--- src/rtl/pipeline_hazard_ctrl.sv ---
// Central stall/flush scheduler for the 5-stage pipeline.
// Handshake note: the pipeline sees per-register Stall/Flush levels every
// cycle; a register advances when both are 0, holds on Stall, and loads a
// bubble on Flush. md_done and md_cancel are registered one-cycle pulses;
// every other output is combinational from state + inputs.
module pipeline_hazard_ctrl #(
  parameter int MUL_CYCLES = 2,
  parameter int DIV_CYCLES = 33,
  parameter int CNT_W      = 6
) (
  input  logic       clk,
  input  logic       rst,
  input  logic [4:0] id_rs,
  input  logic [4:0] id_rt,
  input  logic       id_use_rs,
  input  logic       id_use_rt,
  input  logic       exe_load,
  input  logic [4:0] exe_regdst,
  input  logic       exe_mul_start,
  input  logic       exe_div_start,
  input  logic       if_wait,
  input  logic       mem_wait,
  input  logic       exc_flush,
  output logic       PC_Stall,
  output logic       IF_ID_Stall,
  output logic       ID_EXE_Stall,
  output logic       EXE_MEM_Stall,
  output logic       MEM_WB_Stall,
  output logic       IF_ID_Flush,
  output logic       ID_EXE_Flush,
  output logic       EXE_MEM_Flush,
  output logic       MEM_WB_Flush,
  output logic       md_busy,
  output logic       md_done,
  output logic       md_cancel
);

  typedef enum logic {IDLE = 1'b0, BUSY = 1'b1} state_t;

  localparam logic [CNT_W-1:0] MUL_LD  = CNT_W'(MUL_CYCLES - 1);
  localparam logic [CNT_W-1:0] DIV_LD  = CNT_W'(DIV_CYCLES - 1);
  localparam logic [CNT_W-1:0] CNT_ONE = CNT_W'(1);

  state_t           r_state;
  logic [CNT_W-1:0] r_cnt;
  logic             r_flush_pend;
  logic             r_md_done;
  logic             r_md_cancel;

  state_t           w_state_nx;
  logic [CNT_W-1:0] w_cnt_nx;
  logic             w_pend_nx;
  logic             w_done_nx;
  logic             w_cancel_nx;
  logic             w_flush_eff;
  logic             w_load_use;
  logic             w_start;
  logic [CNT_W-1:0] w_issue;
  logic [4:0]       w_stall;   // {PC, IF_ID, ID_EXE, EXE_MEM, MEM_WB}
  logic [3:0]       w_flush;   // {IF_ID, ID_EXE, EXE_MEM, MEM_WB}
  logic             w_busy;

  assign w_flush_eff = (exc_flush | r_flush_pend) & ~mem_wait;
  assign w_start     = exe_mul_start | exe_div_start;
  assign w_issue     = exe_div_start ? DIV_LD : MUL_LD;
  assign w_load_use  = exe_load && (exe_regdst != 5'd0) &&
                       ((id_use_rs && (id_rs == exe_regdst)) ||
                        (id_use_rt && (id_rt == exe_regdst)));

  // State, counter and pulse registers
  always_ff @(posedge clk) begin
    if (rst) begin
      r_state      <= IDLE;
      r_cnt        <= '0;
      r_flush_pend <= 1'b0;
      r_md_done    <= 1'b0;
      r_md_cancel  <= 1'b0;
    end else begin
      r_state      <= w_state_nx;
      r_cnt        <= w_cnt_nx;
      r_flush_pend <= w_pend_nx;
      r_md_done    <= w_done_nx;
      r_md_cancel  <= w_cancel_nx;
    end
  end

  // Next-state and stall/flush decode, highest-priority event first
  always_comb begin
    w_state_nx  = r_state;
    w_cnt_nx    = r_cnt;
    w_pend_nx   = r_flush_pend;
    w_done_nx   = 1'b0;
    w_cancel_nx = 1'b0;
    w_stall     = 5'b00000;
    w_flush     = 4'b0000;
    w_busy      = (r_state == BUSY);

    if (w_flush_eff) begin
      // Exception wins: bubble everything, abort any MUL/DIV in flight
      w_flush     = 4'b1111;
      w_state_nx  = IDLE;
      w_cnt_nx    = '0;
      w_pend_nx   = 1'b0;
      w_cancel_nx = (r_state == BUSY);
      w_busy      = 1'b0;
    end else if (mem_wait) begin
      // Freeze the pipe; the MUL/DIV unit keeps counting but cannot finish
      w_stall = 5'b11111;
      if (exc_flush) w_pend_nx = 1'b1;
      if (r_cnt != '0) w_cnt_nx = r_cnt - CNT_ONE;
    end else begin
      // MUL/DIV sequencing runs regardless of front-end stalls
      if (r_state == BUSY) begin
        if (r_cnt <= CNT_ONE) begin
          w_state_nx = IDLE;
          w_cnt_nx   = '0;
          w_done_nx  = 1'b1;
        end else begin
          w_cnt_nx = r_cnt - CNT_ONE;
        end
      end else if (w_start && !if_wait) begin
        w_cnt_nx = w_issue;
        if (w_issue != '0) w_state_nx = BUSY;
        else               w_done_nx  = 1'b1;
      end

      if (if_wait) begin
        w_stall = 5'b11000;
        w_flush = 4'b0100;
      end else if ((r_state == BUSY) || w_start) begin
        // EXE occupied: hold front end, push bubbles into MEM
        w_stall = 5'b11100;
        w_flush = 4'b0010;
      end else if (w_load_use) begin
        w_stall = 5'b11000;
        w_flush = 4'b0100;
      end
    end
  end

  assign PC_Stall      = w_stall[4] & ~rst;
  assign IF_ID_Stall   = w_stall[3] & ~rst;
  assign ID_EXE_Stall  = w_stall[2] & ~rst;
  assign EXE_MEM_Stall = w_stall[1] & ~rst;
  assign MEM_WB_Stall  = w_stall[0] & ~rst;
  assign IF_ID_Flush   = w_flush[3] & ~rst;
  assign ID_EXE_Flush  = w_flush[2] & ~rst;
  assign EXE_MEM_Flush = w_flush[1] & ~rst;
  assign MEM_WB_Flush  = w_flush[0] & ~rst;
  assign md_busy       = w_busy & ~rst;
  assign md_done       = r_md_done;
  assign md_cancel     = r_md_cancel;

endmodule

--- config.mk ---
export PLATFORM = sky130hd
export DESIGN_NAME = pipeline_hazard_ctrl
export DESIGN_NICKNAME = d
export VERILOG_FILES = /design/src/rtl/pipeline_hazard_ctrl.sv
export SDC_FILE = /design/constraint.sdc
export NUM_CORES = 1
export LEC_CHECK = 0
export ABC_AREA = 1
export BUFFER_PORTS_ARGS = -buffer_cell sky130_fd_sc_hd__buf_2
export CORE_ASPECT_RATIO = 0.8
export CORE_MARGIN = 5
export CORE_UTILIZATION = 51
export DETAILED_ROUTE_END_ITERATION = 12
export MAX_ROUTING_LAYER = met4
export PLACE_DENSITY = 0.92
export REMOVE_ABC_BUFFERS = 1
export SYNTH_ARGS = -nofsm -noshare
export SYNTH_HDL_FRONTEND = slang
export SYNTH_SLANG_ARGS = --single-unit
--- constraint.sdc ---
create_clock -name clk -period 2.7 [get_ports clk]
set_input_delay 0.54 -clock clk [delete_from_list [all_inputs] [get_ports clk]]
set_output_delay 0.54 -clock clk [all_outputs]
set_load 0.01 [all_outputs]
* After elaboration in Yosys (flattened, before gate mapping) *
Index checks and enable logic that the tools add are counted.

storage, ports and cells
  input bits = 25
  register bits = 10
  output and inout port bits = 12
  logic and storage cells = 68

cells by class
  bitwise gates (word level) = 16
  add/sub/neg operators = 1
  reduce and logical (&&, ||, !) cells = 17
  order comparisons = 1
  mux-type cells = 25
  eq/ne operators = 3

operators with widths
  operator                                                                           number
  6-bit 2-to-1 mux                                                                   6
  5-bit 2-to-1 mux                                                                   5
  3-bit 2-to-1 mux                                                                   4
  6-bit nonzero test                                                                 2
  1-bit AND                                                                          11
  5-bit == test                                                                      2
  1-bit 2-to-1 mux                                                                   9
  6-bit by 1-bit less-or-equal comparator with 1-bit output (second input constant)  1
  6-bit by 1-bit subtractor with 6-bit output (second input constant)                1
  1-bit logical AND                                                                  5
  5-bit nonzero test                                                                 1
  4-bit 2-to-1 mux                                                                   1
  2-bit AND reduction                                                                2
  2-bit OR reduction                                                                 2
  1-bit inverter                                                                     3
  3-bit nonzero test                                                                 1
  3-bit OR reduction                                                                 1
  1-bit logical OR                                                                   2
  2-bit by 1-bit != test with 1-bit output (second input constant)                   1
  1-bit OR                                                                           2
  1-bit logical NOT                                                                  1

* Logic depth before layout (Yosys ltp) *
  word-level depth = 10
  gate-level depth with buffers = 11
  gate-level depth less buffers = 10

* Least setup slack after synthesis *
Ideal clock, no wire load.

  path kind = input-to-output
  start point = in exe_regdst[3]
  end point = out PC_Stall
  stages = 9
  buffers on the path = 1
  required time = 2,160 ps
  path slack = 890 ps
  arrival time = 1,270 ps
  cell sequence = inv_1 -> nand4_1 -> o21ai_0 -> inv_1 -> nand2_1 -> nand3_1 -> nand2_1 -> inv_1 -> buf_4

on the way
  cells in the longest elaborated chain, start to end = 10
  elaborated cells on any way between the ends = 14
  classes of those cells = eq/ne (2); mux (5); bitwise (1); reduce/logical (6)

ends and longest elaborated chain
  what                                         line    text
  from (decl)                                  18      input logic [4:0] exe_regdst,
  5-bit == test, on equally long branches      67, 68
  1-bit logical AND, on equally long branches  67, 68
  1-bit logical OR                             67      ((id_use_rs && (id_rs == exe_regdst)) ||
  1-bit logical AND (*)                        66      assign w_load_use = exe_load && (exe_regdst != 5'd0) &&
  5-bit 2-to-1 mux (*)                         134     end else if (w_load_use) begin
  5-bit 2-to-1 mux (*)                         130     end else if ((r_state == BUSY) || w_start) begin
  5-bit 2-to-1 mux (*)                         127     if (if_wait) begin
  5-bit 2-to-1 mux (*)                         106     end else if (mem_wait) begin
  5-bit 2-to-1 mux (*)                         98      if (w_flush_eff) begin
  1-bit AND (*)                                141     assign PC_Stall = w_stall[4] & ~rst;
  to (decl)                                    24      output logic PC_Stall,

Every way passes the cells marked *; elsewhere a longest branch is shown, timed or not.

* Worst setup path after layout *
  start point = in exe_div_start
  end point = out ID_EXE_Flush

on the way
  cells in the longest elaborated chain, start to end = 7

ends and longest elaborated chain
  what              line  text
  from (decl)       20    input logic exe_div_start,
  1-bit OR          64    assign w_start = exe_mul_start | exe_div_start;
  1-bit logical OR  130
  3-bit 2-to-1 mux  130
  3-bit 2-to-1 mux  127
  3-bit 2-to-1 mux  106
  4-bit 2-to-1 mux  98
  1-bit AND         147   assign ID_EXE_Flush = w_flush[2] & ~rst;
  to (decl)         30    output logic ID_EXE_Flush,

Every way passes these cells.

==> metrics <==
status=completed; GRT Residual Overflow=0; Setup Skew=0.002361 ns; largest net degree at the start of global routing=7; average cell area after synthesis=5.776 um^2; Startpoint Class=primary input; fmax=0.4897 GHz; Max Slew Vio Count=0; RSZ-0062 raised after global routing=no; FILL cells=144; cell taking the most area after synthesis=dfxtp_1; main combinational cell family by area after synthesis=simple AND/OR/NAND/NOR gates; H-tree depth=1; Post-Route WL=2209 um; vias in the first global route=925; clock-pin slew on the worst setup and hold paths=0.06 ns; # setup viols final=0; worst-skew pair later-pin latency=0.26 ns; setup_tns=0 ns; gpl congestion=0.8748; Syn Inst Count=159; Final ANT Viol Nets=0; Die Width=57.45 um; via/cell ratio=4.742; clock sinks=10; drt wl/cell=10.18 um; Pre-antenna DRT Iters=4; ys async rst share=0; worst vdd ir=0.4155 mV; register area share after synthesis=0.2180; share of synthesized area spent on multiplexers=0; DR vias=1029; Final nets=225; DP Wirelength=1835 um; Hold Violations, Final=0; first-pass GRT wire length=3698 um; full die area=2755 um^2; # hold bufs at CTS=0; count leader, synth=nand2_1; PD cells=508.4 nW/um^2; Final Cycle Share=0.7564; Total GRT Usage=0.1818; area of the multi-input gates=559.3 um^2; post-placement setup slack=0.6628 ns; CTS tree=yes; post-CTS sizing=0; register area=200.2 um^2; mapped cell area=918.4 um^2; 1st-iter DRT viols=42; post-synthesis compound-gate area fraction=0.1104; Slew Limit Headroom=0.7441; row count=13; post-route minimum period=2.042 ns; CP required=2.16 ns; CTS Buf Count=3; max cap viols=0; most frequent cells after synthesis=nand2_1 (49), inv_1 (23), nor2_1 (22); Area contributors post-synth=dfxtp_1 (22%), nand2_1 (20%), inv_1 (9.4%); core area=1675 um^2; Critical Path Sink Type=output port; Boundary Pins=37; dominant synthesized flop cell=dfxtp_1; P&R area growth vs syn=22.62%; simple-gate share of the synthesized area=0.4578; antenna violations before repair=0; Post-CTS Setup Inserts=0; crit-path max FO=3; Pleak=0.6858 nW; Post-route DRC=0; number of buffers on the longest clock path=2; Starting Density=0.5482; Yosys warning count=0; final worst setup slack=0.6577 ns; XOR/XNOR Fraction of Synth Area=0; share of the synthesized area in the top cell type=0.2180; Worst EP arrival=1.50 ns; Die Y-Extent=47.96 um; layout cells sized above 1=0.3282; Post-Synth Adder-Cell Area=0.04087; number of synthesized flops with an enable pin=0; Tightest Pin Transition=0.3799 ns; ANT cells=0; Yosys reg bits=10; number of buffers added on ports=36; synth unique cells=23; Hold/Removal Path Class=register to register; Setup Crit Path Kind=primary input to output port; Root Buffer=clkbuf_4
==> path summary, 6_finish.rpt <==
check | cells past startpoint | start | slack, ns | endpoint
worst max-delay path | 9 | exe_div_start | 0.66 | ID_EXE_Flush
worst min-delay path | 2 | r_state$_SDFFE_PP0N_ | 0.47 | md_cancel$_SDFF_PN0_
worst min register to register | 2 | r_state$_SDFFE_PP0N_ | 0.47 | md_cancel$_SDFF_PN0_
worst max register to register | 9 | r_cnt[0]$_SDFFE_PP0P_ | 1.23 | r_cnt[2]$_SDFFE_PP0P_
==> sequential cells by signal, indices dropped and copies added, names as in the netlist <==
signal        flops
r_flush_pend      1
md_done           1
r_state           1
md_cancel         1
r_cnt             6
==> routing by layer <==
| metal | vias to the layer above | part of all wire | global-route usage |
|---|---|---|---|
| met5 | - | 0 | - |
| met4 | 0 | 0.0077 | 0.04630 |
| met3 | 2 | 0.086 | 0.07008 |
| met2 | 39 | 0.49 | 0.3491 |
| met1 | 442 | 0.41 | 0.1762 |
| li1 | 546 | - | - |
==> cells by family (layout without fill, tap and decap cells) <==
kind of cell | count (synthesis) | after routing
flip-flops | 10 | 10
AO/OA/AOI/OAI | 16 | 16
adder cells (fa/ha/maj) | 3 | 3
buffers and inverters | 38 | 74
AND/OR/NAND/NOR | 92 | 92
==> worst max-delay path, cell delays in order <==
cell,delay [ns]
buf_2,0.10
inv_1,0.06
nand2_1,0.07
o21ai_0,0.33
inv_1,0.07
nor2_1,0.09
nand2_1,0.07
nand2_1,0.05
buf_2,0.12
==> layout make-up <==
type | count | share of cell area
Clock buffer | 3 | 0.02000
Multi-Input combinational cell | 111 | 0.4967
Inverter | 35 | 0.1211
Sequential cell | 10 | 0.1778
Tap cell | 22 | 0.02444
Timing Repair Buffer | 36 | 0.1600
==> per-stage QoR <==
stage	instances	util	hold WS, ns	power (mW)	cell area (um^2)
global placement	214	0.6587	0.4613	0.4607	1104
floorplan	156	-	0.4418	0.4034	895.9
global route	217	0.6721	0.4985	0.6246	1126
finish	217	0.6721	0.4695	0.5726	1126
CTS	217	0.6721	0.4698	0.5755	1126
detailed placement	214	0.6587	0.4593	0.4708	1104
==> power by group <==
group | internal, mW | switching, mW
logic | 0.109 | 0.185
clock network | 0.0514 | 0.0484
registers | 0.166 | 0.0130
total | 0.327 | 0.246
==> layout by cell type, fill, tap and decap left out, drive strengths merged <==
cell	instances
nand2	55
buf	36
inv	35
nor2	26
dfxtp	10
a21oi	9
nand3	8
o21ai	6
ha	3
clkbuf	3
nand4	1
or2	1
o31ai	1
nor3	1
Power figures use the tool's default switching activity.
